<file path="src/rtl/uart_tx_queue_if.sv">
// Producer-side and UART-side signals of uart_tx_queue in one bundle.
// The queue itself connects through the slave modport.
interface uart_tx_queue_if #(
  parameter int DATA_WIDTH = 8,
  parameter int DEPTH      = 8
);
  localparam int CNT_W = $clog2(DEPTH + 1);

  logic [DATA_WIDTH-1:0] wr_data;
  logic                  wr_en;
  logic                  full;
  logic                  empty;
  logic [CNT_W-1:0]      count;
  logic                  overflow;
  logic                  overflow_clr;
  logic [DATA_WIDTH-1:0] tx_data;
  logic                  tx_send;
  logic                  tx_data_ready;
  logic                  busy;

  modport slave (
    input  wr_data, wr_en, overflow_clr, tx_data_ready,
    output full, empty, count, overflow, tx_data, tx_send, busy
  );

  modport master (
    output wr_data, wr_en, overflow_clr, tx_data_ready,
    input  full, empty, count, overflow, tx_data, tx_send, busy
  );
endinterface

</file>
<file path="src/rtl/uart_tx_queue.sv">
// Byte FIFO plus send sequencer for the UART transmitter: pops one byte per
// UART frame, paced on tx_data_ready, with a one-cycle tx_send pulse.
module uart_tx_queue #(
  parameter int DATA_WIDTH   = 8,
  parameter int DEPTH        = 8,
  parameter int BUSY_TIMEOUT = 16
) (
  input  logic           clk,
  input  logic           rst,
  uart_tx_queue_if.slave bus
);
  localparam int PTR_W = $clog2(DEPTH);
  localparam int CNT_W = $clog2(DEPTH + 1);
  localparam int TO_W  = (BUSY_TIMEOUT > 1) ? $clog2(BUSY_TIMEOUT) : 1;

  localparam logic [CNT_W-1:0] CNT_FULL = CNT_W'(DEPTH);
  localparam logic [TO_W-1:0]  TO_LAST  = TO_W'(BUSY_TIMEOUT - 1);

  typedef enum logic [1:0] {
    S_IDLE,
    S_SEND,
    S_WAIT_BUSY,
    S_WAIT_DONE
  } state_e;

  logic [DATA_WIDTH-1:0] mem_q [DEPTH];
  logic [PTR_W-1:0]      wr_ptr_q, wr_ptr_d;
  logic [PTR_W-1:0]      rd_ptr_q, rd_ptr_d;
  logic [CNT_W-1:0]      count_q, count_d;
  logic                  overflow_q, overflow_d;

  state_e                state_q;
  logic [DATA_WIDTH-1:0] tx_data_q;
  logic                  tx_send_q;
  logic [TO_W-1:0]       timeout_q;

  logic full, empty, push, drop, pop;

  // Full/empty come from the registered count, so a pop never frees a slot
  // for a write in the same cycle.
  assign full  = (count_q == CNT_FULL);
  assign empty = (count_q == '0);
  assign push  = bus.wr_en && !full;
  assign drop  = bus.wr_en && full;
  assign pop   = (state_q == S_IDLE) && !empty && bus.tx_data_ready;

  always_comb begin
    // NOTE: every next-state signal gets its hold value first, so no path
    // through this block can infer a latch.
    wr_ptr_d   = wr_ptr_q;
    rd_ptr_d   = rd_ptr_q;
    count_d    = count_q;
    overflow_d = overflow_q;
    if (push) wr_ptr_d = wr_ptr_q + PTR_W'(1);
    if (pop)  rd_ptr_d = rd_ptr_q + PTR_W'(1);
    case ({push, pop})
      2'b10:   count_d = count_q + CNT_W'(1);
      2'b01:   count_d = count_q - CNT_W'(1);
      default: count_d = count_q;
    endcase
    if (drop)                  overflow_d = 1'b1;
    else if (bus.overflow_clr) overflow_d = 1'b0;
  end

  always_ff @(posedge clk) begin
    // NOTE: sequential state is only ever assigned with <=, so every block
    // sees the pre-edge values regardless of evaluation order.
    if (rst) begin
      wr_ptr_q   <= '0;
      rd_ptr_q   <= '0;
      count_q    <= '0;
      overflow_q <= 1'b0;
    end else begin
      wr_ptr_q   <= wr_ptr_d;
      rd_ptr_q   <= rd_ptr_d;
      count_q    <= count_d;
      overflow_q <= overflow_d;
    end
  end

  // NOTE: storage has no reset; reset only rewinds the pointers and count,
  // which is enough to discard whatever is still queued.
  always_ff @(posedge clk) begin
    if (push) mem_q[wr_ptr_q] <= bus.wr_data;
  end

  always_ff @(posedge clk) begin
    if (rst) begin
      state_q   <= S_IDLE;
      tx_data_q <= '0;
      tx_send_q <= 1'b0;
      timeout_q <= '0;
    end else begin
      case (state_q)
        S_IDLE: begin
          if (pop) begin
            tx_data_q <= mem_q[rd_ptr_q];
            tx_send_q <= 1'b1;
            state_q   <= S_SEND;
          end
        end
        S_SEND: begin
          tx_send_q <= 1'b0;
          timeout_q <= '0;
          state_q   <= S_WAIT_BUSY;
        end
        S_WAIT_BUSY: begin
          // A UART that never signals busy is treated as having taken the byte.
          if (!bus.tx_data_ready)      state_q   <= S_WAIT_DONE;
          else if (timeout_q == TO_LAST) state_q <= S_IDLE;
          else                         timeout_q <= timeout_q + TO_W'(1);
        end
        S_WAIT_DONE: begin
          if (bus.tx_data_ready) state_q <= S_IDLE;
        end
        default: state_q <= S_IDLE;
      endcase
    end
  end

  assign bus.full     = full;
  assign bus.empty    = empty;
  assign bus.count    = count_q;
  assign bus.overflow = overflow_q;
  assign bus.tx_data  = tx_data_q;
  assign bus.tx_send  = tx_send_q;
  assign bus.busy     = (state_q != S_IDLE);
endmodule

</file>
<file path="src/flat_wrapper.sv">
// flat-port wrapper written by rule: the top's interface ports become plain ports
module uart_tx_queue_flat 
#(
  parameter int DATA_WIDTH   = 8,
  parameter int DEPTH        = 8,
  parameter int BUSY_TIMEOUT = 16
)
  (clk, rst, bus_wr_data, bus_wr_en, bus_overflow_clr, bus_tx_data_ready, bus_full, bus_empty, bus_count, bus_overflow, bus_tx_data, bus_tx_send, bus_busy);
  uart_tx_queue_if #(.DATA_WIDTH(DATA_WIDTH), .DEPTH(DEPTH)) bus_i ();
  input  logic clk;
  input  logic rst;
  input wire logic [$bits(bus_i.wr_data)-1:0] bus_wr_data;
  input wire logic [$bits(bus_i.wr_en)-1:0] bus_wr_en;
  input wire logic [$bits(bus_i.overflow_clr)-1:0] bus_overflow_clr;
  input wire logic [$bits(bus_i.tx_data_ready)-1:0] bus_tx_data_ready;
  output wire logic [$bits(bus_i.full)-1:0] bus_full;
  output wire logic [$bits(bus_i.empty)-1:0] bus_empty;
  output wire logic [$bits(bus_i.count)-1:0] bus_count;
  output wire logic [$bits(bus_i.overflow)-1:0] bus_overflow;
  output wire logic [$bits(bus_i.tx_data)-1:0] bus_tx_data;
  output wire logic [$bits(bus_i.tx_send)-1:0] bus_tx_send;
  output wire logic [$bits(bus_i.busy)-1:0] bus_busy;
  assign bus_i.wr_data = bus_wr_data;
  assign bus_i.wr_en = bus_wr_en;
  assign bus_i.overflow_clr = bus_overflow_clr;
  assign bus_i.tx_data_ready = bus_tx_data_ready;
  assign bus_full = bus_i.full;
  assign bus_empty = bus_i.empty;
  assign bus_count = bus_i.count;
  assign bus_overflow = bus_i.overflow;
  assign bus_tx_data = bus_i.tx_data;
  assign bus_tx_send = bus_i.tx_send;
  assign bus_busy = bus_i.busy;
  uart_tx_queue #(.DATA_WIDTH(DATA_WIDTH), .DEPTH(DEPTH), .BUSY_TIMEOUT(BUSY_TIMEOUT)) u_core (.clk(clk), .rst(rst), .bus(bus_i));
endmodule
</file>
<file path="config.mk">
export PLATFORM = sky130hd
export DESIGN_NAME = uart_tx_queue_flat
export DESIGN_NICKNAME = d
export VERILOG_FILES = /design/src/rtl/uart_tx_queue_if.sv /design/src/rtl/uart_tx_queue.sv /design/src/flat_wrapper.sv
export SDC_FILE = /design/constraint.sdc
export NUM_CORES = 1
export LEC_CHECK = 0
export BUFFER_PORTS_ARGS = -buffer_cell sky130_fd_sc_hd__buf_2
export CORE_MARGIN = 4
export CORE_UTILIZATION = 50
export CTS_BUF_LIST = sky130_fd_sc_hd__clkbuf_2 sky130_fd_sc_hd__clkbuf_4 sky130_fd_sc_hd__clkbuf_8
export DETAILED_ROUTE_END_ITERATION = 8
export GPL_ROUTABILITY_DRIVEN = 0
export HOLD_SLACK_MARGIN = 0.12
export PLACE_DENSITY = 0.8
export SKIP_CTS_REPAIR_TIMING = 1
export SLEW_MARGIN = 25
export SYNTH_ARGS = -nofsm -noshare
export SYNTH_HDL_FRONTEND = slang
export SYNTH_SLANG_ARGS = --single-unit
export TNS_END_PERCENT = 50
</file>
<file path="constraint.sdc">
create_clock -name clk -period 3.1 [get_ports clk]
set_input_delay 0 -clock clk [delete_from_list [all_inputs] [get_ports clk]]
set_output_delay 0 -clock clk [all_outputs]
set_load 0.05 [all_outputs]
</file>
==> qor.csv <==
stage,metric,value,unit
floorplanning,die_h,93.4,um
route,wl_met3,370,um
global_routing,grt_pass1_vias,2140,
power_and_ir_drop,p_int,0.00206,W
logic_synthesis,synth_area,3650,um2
route,drt-met1-wl,2.95,mm
global_routing,grt_overflow,0,
setup_path,startpoint_type,flip-flop,
logic_synthesis,syn_nets,257,
route,ant_nets,0,
min_path,hold_depth,2,
sta,rsz0062_at_grt,no,
route,first_pass_iters,4,
sta,fin_crit_sh,83.8,%
min_path,hp-class,in2reg,
logic_synthesis,netlist_top_cells_count,"64 x edfxtp_1, 26 x dfxtp_1, 21 x nor2_1",
logic_synthesis,yosysTopAreaCell,edfxtp_1,
setup_path,critical_path_required,3.39,ns
clock_tree,clk_pin_slew,0.10,ns
setup_path,crit_fanout,8,
clock_tree,cts_buffers,9,
run,maxCapViolations,0,
final_layout,fin_util,61.0,%
global_routing,grt_usage,17.2,%
floorplanning,io_pins,30,
sta,setup_violations,0,
route,drt_iter0_drc,189,
route,drc,0,
sta,hold_violations,0,
logic_synthesis,netlist_instances,238,
setup_path,end_kind,flip-flop,
route,via_count,2162,
final_layout,syn2layout_area_growth,16.1,%
final_layout,antenna_cells,0,
power_and_ir_drop,seq_power_share,46.6,%
sta,tightest_slew,0.858,ns
logic_synthesis,synth_seq_cells,90,
power_and_ir_drop,p_sw,0.00122,W
sta,maxSlewHeadroom,42.7,%
final_layout,drive_above_1_share,26.4,%
final_layout,fin_nets,309,
clock_tree,clock-sinks,90,
floorplanning,rows,30,
sta,timing.fmax,0.385,GHz
logic_synthesis,ys_seq_area_share,67.0,%
sta,drv_slew,0,
logic_synthesis,synth_edf_count,64,
final_layout,postLayoutCellArea,4240,um2
route,avgViaCountPerCell,5.53,
route,wl_met2,3.57,mm
setup_path,reg2regPathDepth,9,
sta,period_needed,2.60,ns
global_routing,antenna_found_initial,0,
floorplanning,die-area,8720,um2
floorplanning,start_util,52.5,%
power_and_ir_drop,peakVddDrop,305,uV
route,dr.max_layer_used,met4,
setup_path,worstSetupPathType,reg2reg,
status,status,completed,
power_and_ir_drop,clkPwrFrac,22.6,%
power_and_ir_drop,power_density,775,nW/um2
sta,finClkSkew,0.0170,ns
power_and_ir_drop,switching_share,37.3,%
logic_synthesis,ys_warn_count,0,
global_routing,grt_max_degree,19,
placed_design,io_buffers,29,
global_routing,grt_pass1_wl,11.1,mm
floorplanning,die_x,93.4,um
power_and_ir_drop,p_leak,1.54,nW
logic_synthesis,synth_flop_cell,edfxtp_1,
placed_design,dpl.hpwl,4.52,mm
setup_path,arrival,2.89,ns
logic_synthesis,post-synth-top-count-cell,edfxtp_1,
clock_tree,cts_tree,built,
logic_synthesis,synthTopCellsByArea,"edfxtp_1 53%, dfxtp_1 14%, mux4_2 9.9%",
clock_tree,root_buffer,clkbuf_8,
logic_synthesis,synth_top_area_share,52.7,%
clock_tree,clock_path_buffers,2,
clock_tree,htree_levels,3,
placed_design,dpl-instance-area,3900,um2
route,wl_per_cell,17.9,um
floorplanning,design.core.area,6940,um2
sta,setup_tns,0,ns
power_and_ir_drop,pwr-share-comb,30.8,%
clock_tree,clock_latency,0.36,ns
logic_synthesis,syn_avg_cell_area,15.3,um2
logic_synthesis,async_flop_share,0,%
route,wl,7.01,mm
logic_synthesis,ys_types,41,
==> per-layer routing <==
metal	up-vias	global-route usage, %
li1	1014	-
met1	1081	22.2
met2	59	28.1
met3	8	3.38
met4	0	7.81
met5	-	0
==> power groups by stage <==
stage | registers (W) | clock network (W) | logic, W
final | 0.00153 | 0.000741 | 0.00101
after global routing | 0.00155 | 0.000809 | 0.00109
after CTS | 0.00153 | 0.000756 | 0.00100
after detailed placement | 0.00156 | 0 | 0.00100
after global placement | 0.00155 | 0 | 0.000975
after floorplan | 0.00176 | 0 | 0.000578
==> stage by stage <==
stage               power (W)  std cells  hold slack [ns]  setup WS, ns
finish                0.00328        391            0.458         0.503
global route          0.00344        391            0.475         0.313
CTS                   0.00329        376           -0.122         0.512
detailed placement    0.00256        360            0.260         0.525
global placement      0.00253        360            0.249         0.631
floorplan             0.00234        238           0.0989         0.367
==> cell type report <==
| type | instances | area (um2) |
|---|---|---|
| Fill cell | 530 | 2710 |
| Timing Repair Buffer | 53 | 363 |
| Tap cell | 96 | 120 |
| Clock buffer | 9 | 124 |
| Multi-Input combinational cell | 129 | 1100 |
| Inverter | 7 | 26.3 |
| Sequential cell | 90 | 2440 |
| Clock inverter | 7 | 62.6 |
==> kinds of logic (layout without fill, tap and decap cells) <==
kind of cell | Yosys count | count (layout) | share of synthesized area [%]
AOI/OAI and AO/OA | 31 | 31 | 4.97
xor gates and xnor gates | 9 | 9 | 2.16
adders and majority gates | 6 | 6 | 2.06
buffers and inverters | 19 | 76 | 2.95
DFF | 90 | 90 | 67.0
muxes | 19 | 19 | 10.7
and+or+nand+nor | 64 | 64 | 10.2
==> registers in the layout (all words and copies together), names as in the netlist <==
name / cells
u_core.timeout_q: 4
u_core.wr_ptr_q: 3
u_core.rd_ptr_q: 3
u_core.state_q: 2
u_core.mem_q: 64
u_core.bus.count: 4
u_core.bus.tx_send: 1
u_core.bus.tx_data: 8
u_core.bus.overflow: 1
==> worst paths after layout <==
kind / startpoint / endpoint / slack (ns)
worst max-delay path: u_core.bus.count[0]$_SDFFE_PP0P_ / u_core.bus.count[2]$_SDFFE_PP0P_ / 0.50
worst min-delay path: bus_wr_data[3] / u_core.mem_q[2][3]$_DFFE_PP_ / 0.46
worst max register to register: u_core.bus.count[0]$_SDFFE_PP0P_ / u_core.bus.count[2]$_SDFFE_PP0P_ / 0.50
worst min register to register: u_core.bus.tx_data[4]$_SDFFE_PP0P_ / u_core.bus.tx_data[4]$_SDFFE_PP0P_ / 0.51
==> cells in the final DEF, fill, tap and decap left out, types with 2 or more instances in the layout <==
cell type / synthesis / final
edfxtp_1: 64 / 64
buf_2: 2 / 29
dfxtp_1: 26 / 26
nor2_1: 21 / 21
mux4_2: 16 / 16
dlygate4sd3_1: 0 / 15
clkbuf_8: 0 / 9
buf_4: 1 / 9
o22ai_1: 8 / 8
o21ai_1: 8 / 8
xor2_1: 7 / 7
nand3_1: 7 / 7
nor3_1: 7 / 7
a21oi_1: 7 / 7
inv_1: 6 / 6
nand2_1: 6 / 6
ha_1: 6 / 6
o21ai_0: 4 / 4
nor2b_1: 4 / 4
nand2b_1: 3 / 3
inv_6: 0 / 3
nand3_2: 2 / 2
mux2i_1: 2 / 2
xnor2_1: 2 / 2
and3_1: 2 / 2
nand4_1: 2 / 2
==> critical path: stages (launching register included) <==
cell	delay, ns
dfxtp_1	0.38
or4b_1	0.72
nand2_8	0.17
ha_1	0.25
xor2_1	0.18
ha_1	0.17
a21oi_1	0.05
xor2_1	0.16
or3_1	0.30
a21oi_1	0.15
(Power assumes the default switching activity.)
